`config.mk`:
```
export PLATFORM = sky130hd
export DESIGN_NAME = round_controller
export DESIGN_NICKNAME = d
export VERILOG_FILES = /design/src/rtl/round_controller_pkg.sv /design/src/rtl/round_controller_tick.sv /design/src/rtl/round_controller.sv
export SDC_FILE = /design/constraint.sdc
export NUM_CORES = 1
export LEC_CHECK = 0
export BUFFER_PORTS_ARGS = -buffer_cell sky130_fd_sc_hd__buf_2
export CAP_MARGIN = 10
export CORE_AREA = 3 3 52 54
export DETAILED_ROUTE_END_ITERATION = 8
export DIE_AREA = 0 0 55 57
export GPL_TIMING_DRIVEN = 0
export PLACE_DENSITY = 0.75
export SYNTH_ARGS = -nofsm -noshare
export SYNTH_HDL_FRONTEND = slang
export SYNTH_SLANG_ARGS = --single-unit
```
`constraint.sdc`:
```
create_clock -name clk -period 2.05 [get_ports clk]
set_clock_uncertainty 0.05 [all_clocks]
set_input_delay 0.41 -clock clk [delete_from_list [all_inputs] [get_ports clk]]
set_output_delay 0.41 -clock clk [all_outputs]
set_load 0.05 [all_outputs]
```
`src/rtl/round_controller_pkg.sv`:
```
// Shared game definitions for the match-level logic.
//   game_state_t : match phases sequenced by round_controller
//   MAX_SCORE    : ceiling of the 4-bit saturating score counter
//   WINNER_*     : encodings driven on round_controller.winner
//   tick_count_t : width of the frame-tick timer
package round_controller_pkg;

  typedef enum logic [2:0] {
    IDLE,
    SERVE_WAIT,
    PLAY,
    POINT_PAUSE,
    GAME_OVER
  } game_state_t;

  localparam int MAX_SCORE = 9;

  localparam logic [1:0] WINNER_NONE = 2'd0;
  localparam logic [1:0] WINNER_P1   = 2'd1;
  localparam logic [1:0] WINNER_P2   = 2'd2;

  typedef logic [7:0] tick_count_t;

endpackage

```
`src/rtl/round_controller_tick.sv`:
```
// tick_timer: counts timing_tick pulses and fires done on the tick that
// completes 'limit' ticks.
//   clk, rst : clock, asynchronous active-high reset
//   tick     : one-clk frame pulse to be counted
//   clear    : holds the count at zero (owner is not in a timed state)
//   limit    : number of ticks the timed state lasts (1..255)
//   done     : combinational pulse on the tick where count == limit-1
module tick_timer
  import round_controller_pkg::*;
(
  input  logic        clk,
  input  logic        rst,
  input  logic        tick,
  input  logic        clear,
  input  tick_count_t limit,
  output logic        done
);

  tick_count_t count;

  // Combinational so the owner can leave its state on the same edge that
  // consumes the final tick.
  assign done = tick & ~clear & (count == limit - tick_count_t'(1));

  // NOTE: sequential state uses non-blocking assignments so every register
  // samples pre-edge values, independent of statement order.
  always_ff @(posedge clk or posedge rst) begin
    if (rst) begin
      count <= '0;
    end else if (clear || done) begin
      count <= '0;
    end else if (tick) begin
      count <= count + tick_count_t'(1);
    end
  end

endmodule

```
`src/rtl/round_controller.sv`:
```
// round_controller: match-level FSM (idle -> serve countdown -> play ->
// point pause -> game over) driving the ball freeze and score clear.
//   clk, rst      : clock, asynchronous active-high reset
//   timing_tick   : one-clk pulse per frame, time base of the timed states
//   start_btn     : debounced start button level
//   player1_score : current player 1 score (0..9)
//   player2_score : current player 2 score (0..9)
//   still_graphic : 1 freezes the ball and clears scored flags
//   score_clr     : one-clk pulse zeroing the score counter
//   game_over     : high in GAME_OVER
//   winner        : WINNER_NONE / WINNER_P1 / WINNER_P2
//   serve_dir     : 0 serve toward left pad, 1 toward right pad
module round_controller
  import round_controller_pkg::*;
#(
  parameter int WIN_SCORE   = 9,
  parameter int SERVE_TICKS = 120,
  parameter int PAUSE_TICKS = 90
) (
  input  logic       clk,
  input  logic       rst,
  input  logic       timing_tick,
  input  logic       start_btn,
  input  logic [3:0] player1_score,
  input  logic [3:0] player2_score,
  output logic       still_graphic,
  output logic       score_clr,
  output logic       game_over,
  output logic [1:0] winner,
  output logic       serve_dir
);

  // A target above the saturating score could never be reached.
  localparam int          WIN_CLAMPED = (WIN_SCORE > MAX_SCORE) ? MAX_SCORE : WIN_SCORE;
  localparam logic [3:0]  win_level   = 4'(WIN_CLAMPED);
  localparam tick_count_t serve_limit = tick_count_t'(SERVE_TICKS);
  localparam tick_count_t pause_limit = tick_count_t'(PAUSE_TICKS);

  game_state_t state;
  logic        start_prev;
  logic [3:0]  p1_prev;
  logic [3:0]  p2_prev;

  logic        start_edge;
  logic        p1_pt;
  logic        p2_pt;
  logic        timer_clear;
  logic        timer_done;
  tick_count_t timer_limit;

  assign start_edge = start_btn & ~start_prev;
  assign p1_pt      = (player1_score != p1_prev);
  assign p2_pt      = (player2_score != p2_prev);

  // The timer only runs in the two timed states; every entry into them comes
  // from an untimed state (count held at zero) or via done (count cleared), so
  // the count always starts at zero and a tick on the transition edge is lost.
  assign timer_clear = (state != SERVE_WAIT) && (state != POINT_PAUSE);
  assign timer_limit = (state == SERVE_WAIT) ? serve_limit : pause_limit;

  tick_timer u_tick_timer (
    .clk   (clk),
    .rst   (rst),
    .tick  (timing_tick),
    .clear (timer_clear),
    .limit (timer_limit),
    .done  (timer_done)
  );

  always_ff @(posedge clk or posedge rst) begin
    if (rst) begin
      state         <= IDLE;
      still_graphic <= 1'b1;
      score_clr     <= 1'b0;
      game_over     <= 1'b0;
      winner        <= WINNER_NONE;
      serve_dir     <= 1'b0;
      start_prev    <= 1'b0;
      p1_prev       <= '0;
      p2_prev       <= '0;
    end else begin
      // Edge/change detectors track their inputs every clk, so score changes
      // made outside PLAY (including the clear) never register as points.
      start_prev <= start_btn;
      p1_prev    <= player1_score;
      p2_prev    <= player2_score;
      score_clr  <= 1'b0;

      unique case (state)
        IDLE: begin
          still_graphic <= 1'b1;
          if (start_edge) begin
            state     <= SERVE_WAIT;
            score_clr <= 1'b1;
            serve_dir <= 1'b0;
            winner    <= WINNER_NONE;
          end
        end

        SERVE_WAIT: begin
          if (timer_done) begin
            state         <= PLAY;
            still_graphic <= 1'b0;
          end
        end

        PLAY: begin
          // Player 1 wins ties: a simultaneous player 2 change is dropped.
          if (p1_pt) begin
            still_graphic <= 1'b1;
            if (player1_score >= win_level) begin
              state     <= GAME_OVER;
              game_over <= 1'b1;
              winner    <= WINNER_P1;
            end else begin
              state     <= POINT_PAUSE;
              serve_dir <= 1'b1;
            end
          end else if (p2_pt) begin
            still_graphic <= 1'b1;
            if (player2_score >= win_level) begin
              state     <= GAME_OVER;
              game_over <= 1'b1;
              winner    <= WINNER_P2;
            end else begin
              state     <= POINT_PAUSE;
              serve_dir <= 1'b0;
            end
          end
        end

        POINT_PAUSE: begin
          if (timer_done) begin
            state         <= PLAY;
            still_graphic <= 1'b0;
          end
        end

        GAME_OVER: begin
          // Scores are cleared by the next start from IDLE, not here.
          if (start_edge) begin
            state     <= IDLE;
            game_over <= 1'b0;
            winner    <= WINNER_NONE;
          end
        end

        default: begin
          state         <= IDLE;
          still_graphic <= 1'b1;
        end
      endcase
    end
  end

endmodule
```
**Word level (Yosys, flattened, before mapping)**

Index checks and enable logic that the tools add are counted.

- Add/subtract/negate cells: 2
- $lt $le $gt $ge: 2
- Equal/unequal tests: 18
- Muxes and demuxes: 34
- Bitwise logic cells: 6
- Reduce and logical (&&, ||, !) cells: 14

Operators with widths:

| cell | count |
|---|---|
| $mux W3 | 7 |
| $mux W8 | 2 |
| $ne A3 B3 Y1 const B | 5 |
| $reduce_and A5 Y1 | 3 |
| $mux W1 | 14 |
| $pmux W3 S4 | 1 |
| $mux W2 | 5 |
| $add A8 B1 Y8 const B | 1 |
| $eq A8 B8 Y1 | 1 |
| $ge A4 B4 Y1 const B | 2 |
| $ne A4 B4 Y1 | 2 |
| $reduce_bool A2 Y1 | 4 |
| $sub A7 B1 Y8 const B | 1 |
| $eq A3 B2 Y1 const B | 2 |
| $mux W6 | 1 |
| $ne A2 B1 Y1 const B | 2 |
| $ne A2 B2 Y1 const B | 2 |
| $pmux W1 S2 | 2 |
| $pmux W2 S2 | 1 |
| $reduce_and A4 Y1 | 1 |
| $reduce_or A2 Y1 | 2 |
| $and A1 B1 Y1 | 3 |
| $eq A3 B1 Y1 const B | 1 |
| $eq A3 B3 Y1 const B | 1 |
| 8 further kinds | 10 |

- Flip-flop bits (word level): 26
- Input bits: 12
- Output and inout port bits: 6
- Word-level logic and storage cells: 86

**Longest topological paths before layout**

- Depth after elaboration: 7
- Depth in mapped cells: 7
- Gate-level depth less buffers: 5

**Hierarchy**

Synthesis repeated with hierarchy kept, for this count alone.

- Cell total of the unflattened synthesis: 142
- Area total of the unflattened synthesis: 1,512.7 µm²

By module, submodules not included:

| module | instances | cells an instance | area each (µm²) | sequential area each (µm²) |
|---|---|---|---|---|
| round_controller | 1 | 72 | 843.3 | 451.7 |
| tick_timer | 1 | 70 | 669.4 | 200.2 |

**Least setup slack after synthesis**

No wires, ideal clock.

- Path type: input-to-reg
- From: input player1_score[0]
- To: register state[0]
- Library setup time: 0.124 ns
- Arrival time: 1.548 ns
- Data required time: 1.876 ns
- Path slack: 0.327 ns
- Stages: 5
- Buffers on the path: 0
- Cell sequence: xnor2_1 > nand4_4 > or3_4 > o211a_1 > or2_1

- Cells in the longest elaborated chain, start to end: 4
- Elaborated cells on any way between the ends: 7
- Those cells by class: order compare (1); eq/ne (2); mux (3); reduce/logical (1)

RTL lines:

| what | RTL line | text |
|---|---|---|
| start: declaration | round_controller.sv:24 | `input logic [3:0] player1_score,` |
| $ge A4 B4 Y1 | round_controller.sv:111 | `if (player1_score >= win_level) begin` |
| $mux W3 | round_controller.sv:111 |  |
| $mux W3 | round_controller.sv:109 | `if (p1_pt) begin` |
| $pmux W3 S4 | round_controller.sv:89 | `unique case (state)` |
| end signal: assignment | round_controller.sv:93 | `state <= SERVE_WAIT;` |
| end signal: assignment | round_controller.sv:112 | `state <= GAME_OVER;` |
| end signal: assignment | round_controller.sv:116 | `state <= POINT_PAUSE;` |
| end: declaration | round_controller.sv:39 | `game_state_t state;` |

Parallel ways exist; a longest one is shown, timed or not.
A chain may end at the register's enable or synchronous reset.

**Final worst setup path**

- From: register p1_prev[2]
- To: register state[0]

- Cells in the longest elaborated chain, start to end: 3
- Elaborated cells on any way between the ends: 5
- Those cells by class: eq/ne (2); mux (2); reduce/logical (1)

RTL lines:

| what | RTL line | text |
|---|---|---|
| start: declaration | round_controller.sv:41 | `logic [3:0] p1_prev;` |
| start signal: assignment | round_controller.sv:85 | `p1_prev <= player1_score;` |
| $ne A4 B4 Y1 * | round_controller.sv:52 | `assign p1_pt = (player1_score != p1_prev);` |
| $ne A3 B3 Y1 (no source line) or $mux W3 (tied branches) | - |  |
| $reduce_and A4 Y1 (no source line) or $pmux W3 S4 (tied branches) | - |  |
| end signal: assignment | round_controller.sv:72 | `state <= IDLE;` |
| end signal: assignment | round_controller.sv:93 |  |
| end signal: assignment | round_controller.sv:102 | `state <= PLAY;` |

Mark *: on every way between the ends. The rest lies on a longest branch, timed or not.

==> run summary <==
Maximum vdd drop: 0.507 mV
Initial core utilization: 0.552
Total length of routed wires: 2110 um
Flop and latch count out of synthesis: 26
Synth Warn #: 0
Worst r2r src: p1_prev[2]
Worst slew slack as a fraction of its limit: 0.374
Most frequent standard cell in the layout excluding fill and tap cells: dfrtp_1
Mapped Area: 1240 sq um
Worst-case register-to-register setup slack: 0.25 ns
Net total in the final layout: 152
Total routing resource utilization after global routing: 0.160
Core footprint: 2250 sq um
Residual DRC count: 0
Clock network latency to the later pin of the worst-skew pair: 0.31 ns
Status: completed
Layout Area Growth over Synthesis: 12.2%
Die boundary height: 57 um
Post-route core utilization: 0.619
Critical path fanouts, max: 7
Number of global-route vias before repair: 905
Endpoint of the worst-slack reg-to-reg timing path: state[0]
Total nets after synthesis: 131
Capture endpoint of the worst hold path: start_prev
Fraction of final layout cells sized beyond drive strength 1: 0.196
Worst hold path cell count: 1
Final-report setup violation count: 0
Final Slew Violations: 0
Static Leak: 0.635 nW
Largest net degree at the start of global routing: 27
Mean routed wirelength per cell: 12.7 um
Number of gates resized after CTS: 0
Setup bufs post-CTS: 0
Kind of critical path: register to register
Total of max-cap violations: 0
Minimum clock period after layout: 1.80 ns
Buffer depth of the longest clock path: 2
Hold Violations, Final: 0
Final Total Pwr: 1.29 mW
Clock root buffer master: clkbuf_4
Hold-fix buffer count after cts: 0
Ports: 18
Routed vias/inst: 5.37
Transition at the pin with the smallest max-transition slack: 0.938 ns
Number of cell rows: 17
Placer congestion estimate: 0.866
Arrival time of data at the critical path endpoint: 1.96 ns
CTS H-tree lvls: 1
Number of detailed-route iterations in the first pass: 4
TritonCTS clock tree: built
Setup_tns: 0 ns
Worst reg2reg path depth: 5
Initial antenna violation count: 0
Cell area after layout: 1400 sq um
Netlist cell types: 34
RSZ-0062 raised after global routing: false
Nature of the critical path endpoint: register
Clock-pin slew on the worst setup and hold paths: 0.13 ns
Drt initial violations: 18
Cell Pwr Density: 922 nW/um^2
Min-Delay Startpoint: start_btn
CTS Sinks: 26
Post-synthesis sequential area ratio: 0.524
Cells after Synth: 118
Global route total overflow: 0
Horizontal extent of the die: 55 um
Filler Cells Inserted: 193
Hold WC Path Type: input port to register
Die area: 3140 sq um
Vias post-DR: 891
Number of buffers created by CTS: 3
Period utilization: 0.876
Antenna fix cells: 0
Critical path launch point type: register
Timing-limited maximum frequency: 557 MHz
Critical Path RT: 2.21 ns
Instance area after placement: 1360 sq um
Commonest cells after routing, fill and taps aside: 25 x dfrtp_1, 17 x buf_2, 16 x nand2_1, 12 x nor2_1, 10 x xnor2_1
Detailed Place HPWL: 1620 um
Wire length of the first global-routing pass: 3810 um
Number of routed nets with antenna violations: 0
Buffers on Ports: 16
Setup crit start: p1_prev[2]
Syn_area_per_cell: 10.6 sq um
==> flip-flops by register name, summed over array words and instances (netlist names) <==
register,cells
still_graphic,1
game_over,1
u_tick_timer.count,8
winner,2
score_clr,1
start_prev,1
serve_dir,1
p2_prev,4
state,3
p1_prev,4
==> worst max-delay path, cell delays in order, from the launching register on <==
cell and delay, ns:
dfrtp_1 0.40, xnor2_1 0.26, nand4_4 0.21, or3_4 0.44, o211a_1 0.15, or2_1 0.20
==> layer usage <==
layer / vias to the layer above / routed length, um / GRT usage / part of all wire
li1: 447 / - / - / -
met4: 0 / 9 / 0.0382 / 0.0043
met5: - / 0 / 0 / 0
met2: 20 / 1060 / 0.257 / 0.50
met3: 2 / 94 / 0.0261 / 0.045
met1: 422 / 944 / 0.226 / 0.45
==> synthesized netlist by cell type <==
library cell | count | share of area
a21oi_1 | 3 | 0.012
a311o_1 | 1 | 0.0080
a31oi_1 | 1 | 0.0050
and3_1 | 2 | 0.010
buf_2 | 1 | 0.0040
clkbuf_1 | 1 | 0.0030
dfrtp_1 | 25 | 0.50
dfstp_2 | 1 | 0.021
ha_1 | 1 | 0.010
inv_1 | 6 | 0.018
mux2i_1 | 3 | 0.024
mux2i_4 | 1 | 0.018
nand2_1 | 16 | 0.048
nand2b_1 | 1 | 0.0050
nand3_1 | 2 | 0.0080
nand4_1 | 5 | 0.025
nand4_4 | 1 | 0.017
nand4b_1 | 1 | 0.0070
nand4bb_1 | 1 | 0.0090
nor2_1 | 12 | 0.036
nor3_1 | 2 | 0.0080
nor3b_2 | 1 | 0.010
nor4_1 | 1 | 0.0050
o211a_1 | 1 | 0.0080
o211ai_1 | 1 | 0.0060
o21ai_0 | 6 | 0.024
o22ai_1 | 1 | 0.0050
o31ai_1 | 3 | 0.018
or2_1 | 1 | 0.0050
or3_1 | 1 | 0.0050
or3_4 | 1 | 0.0090
xnor2_1 | 10 | 0.070
xnor2_2 | 1 | 0.013
xor2_1 | 3 | 0.021
==> worst max path at each step <==
stage          depth (start not counted)       end  slack (ns)
4_1_cts                                5  state[0]        0.24
5_1_grt                                5  state[0]        0.15
6_report                               5  state[0]        0.25
2_1_floorplan                          5  state[0]        0.33
3_5_place_dp                           6  state[0]        0.09
3_3_place_gp                           6  state[0]        0.14
==> final cells by class <==
type                       instances  area (sq um)  share of cell area
sequential                        26           652               0.467
multi-input combinational         84           562               0.402
timing repair buffer              16          80.1              0.0573
clock buffer                       4          36.3              0.0260
tap                               28          35.0              0.0251
inverter                           6          22.5              0.0161
buffer                             2          8.76             0.00627
==> report_power, final <==
part           internal, mW  leakage, nW  switching, mW
registers             0.609        0.311          0.100
logic                 0.132        0.303          0.193
clock network         0.108       0.0210          0.144
total                 0.849        0.635          0.438
==> cells by family after synthesis <==
kind of cell               synth area share
AOI/OAI and AO/OA                    0.0864
xor gates and xnor gates              0.105
adders and majority gates            0.0100
buffers and inverters                0.0251
DFF                                   0.524
muxes                                0.0422
and+or+nand+nor                       0.208
==> per-stage QoR <==
stage,instances,hold WS (ns),setup slack (ns)
final,166,0.163,0.254
after global routing,166,0.139,0.152
after CTS,166,0.155,0.235
after detailed placement,162,0.422,0.0895
after global placement,162,0.407,0.141
after floorplan,118,0.391,0.327
Note: power is estimated with default switching activity, not from simulation.
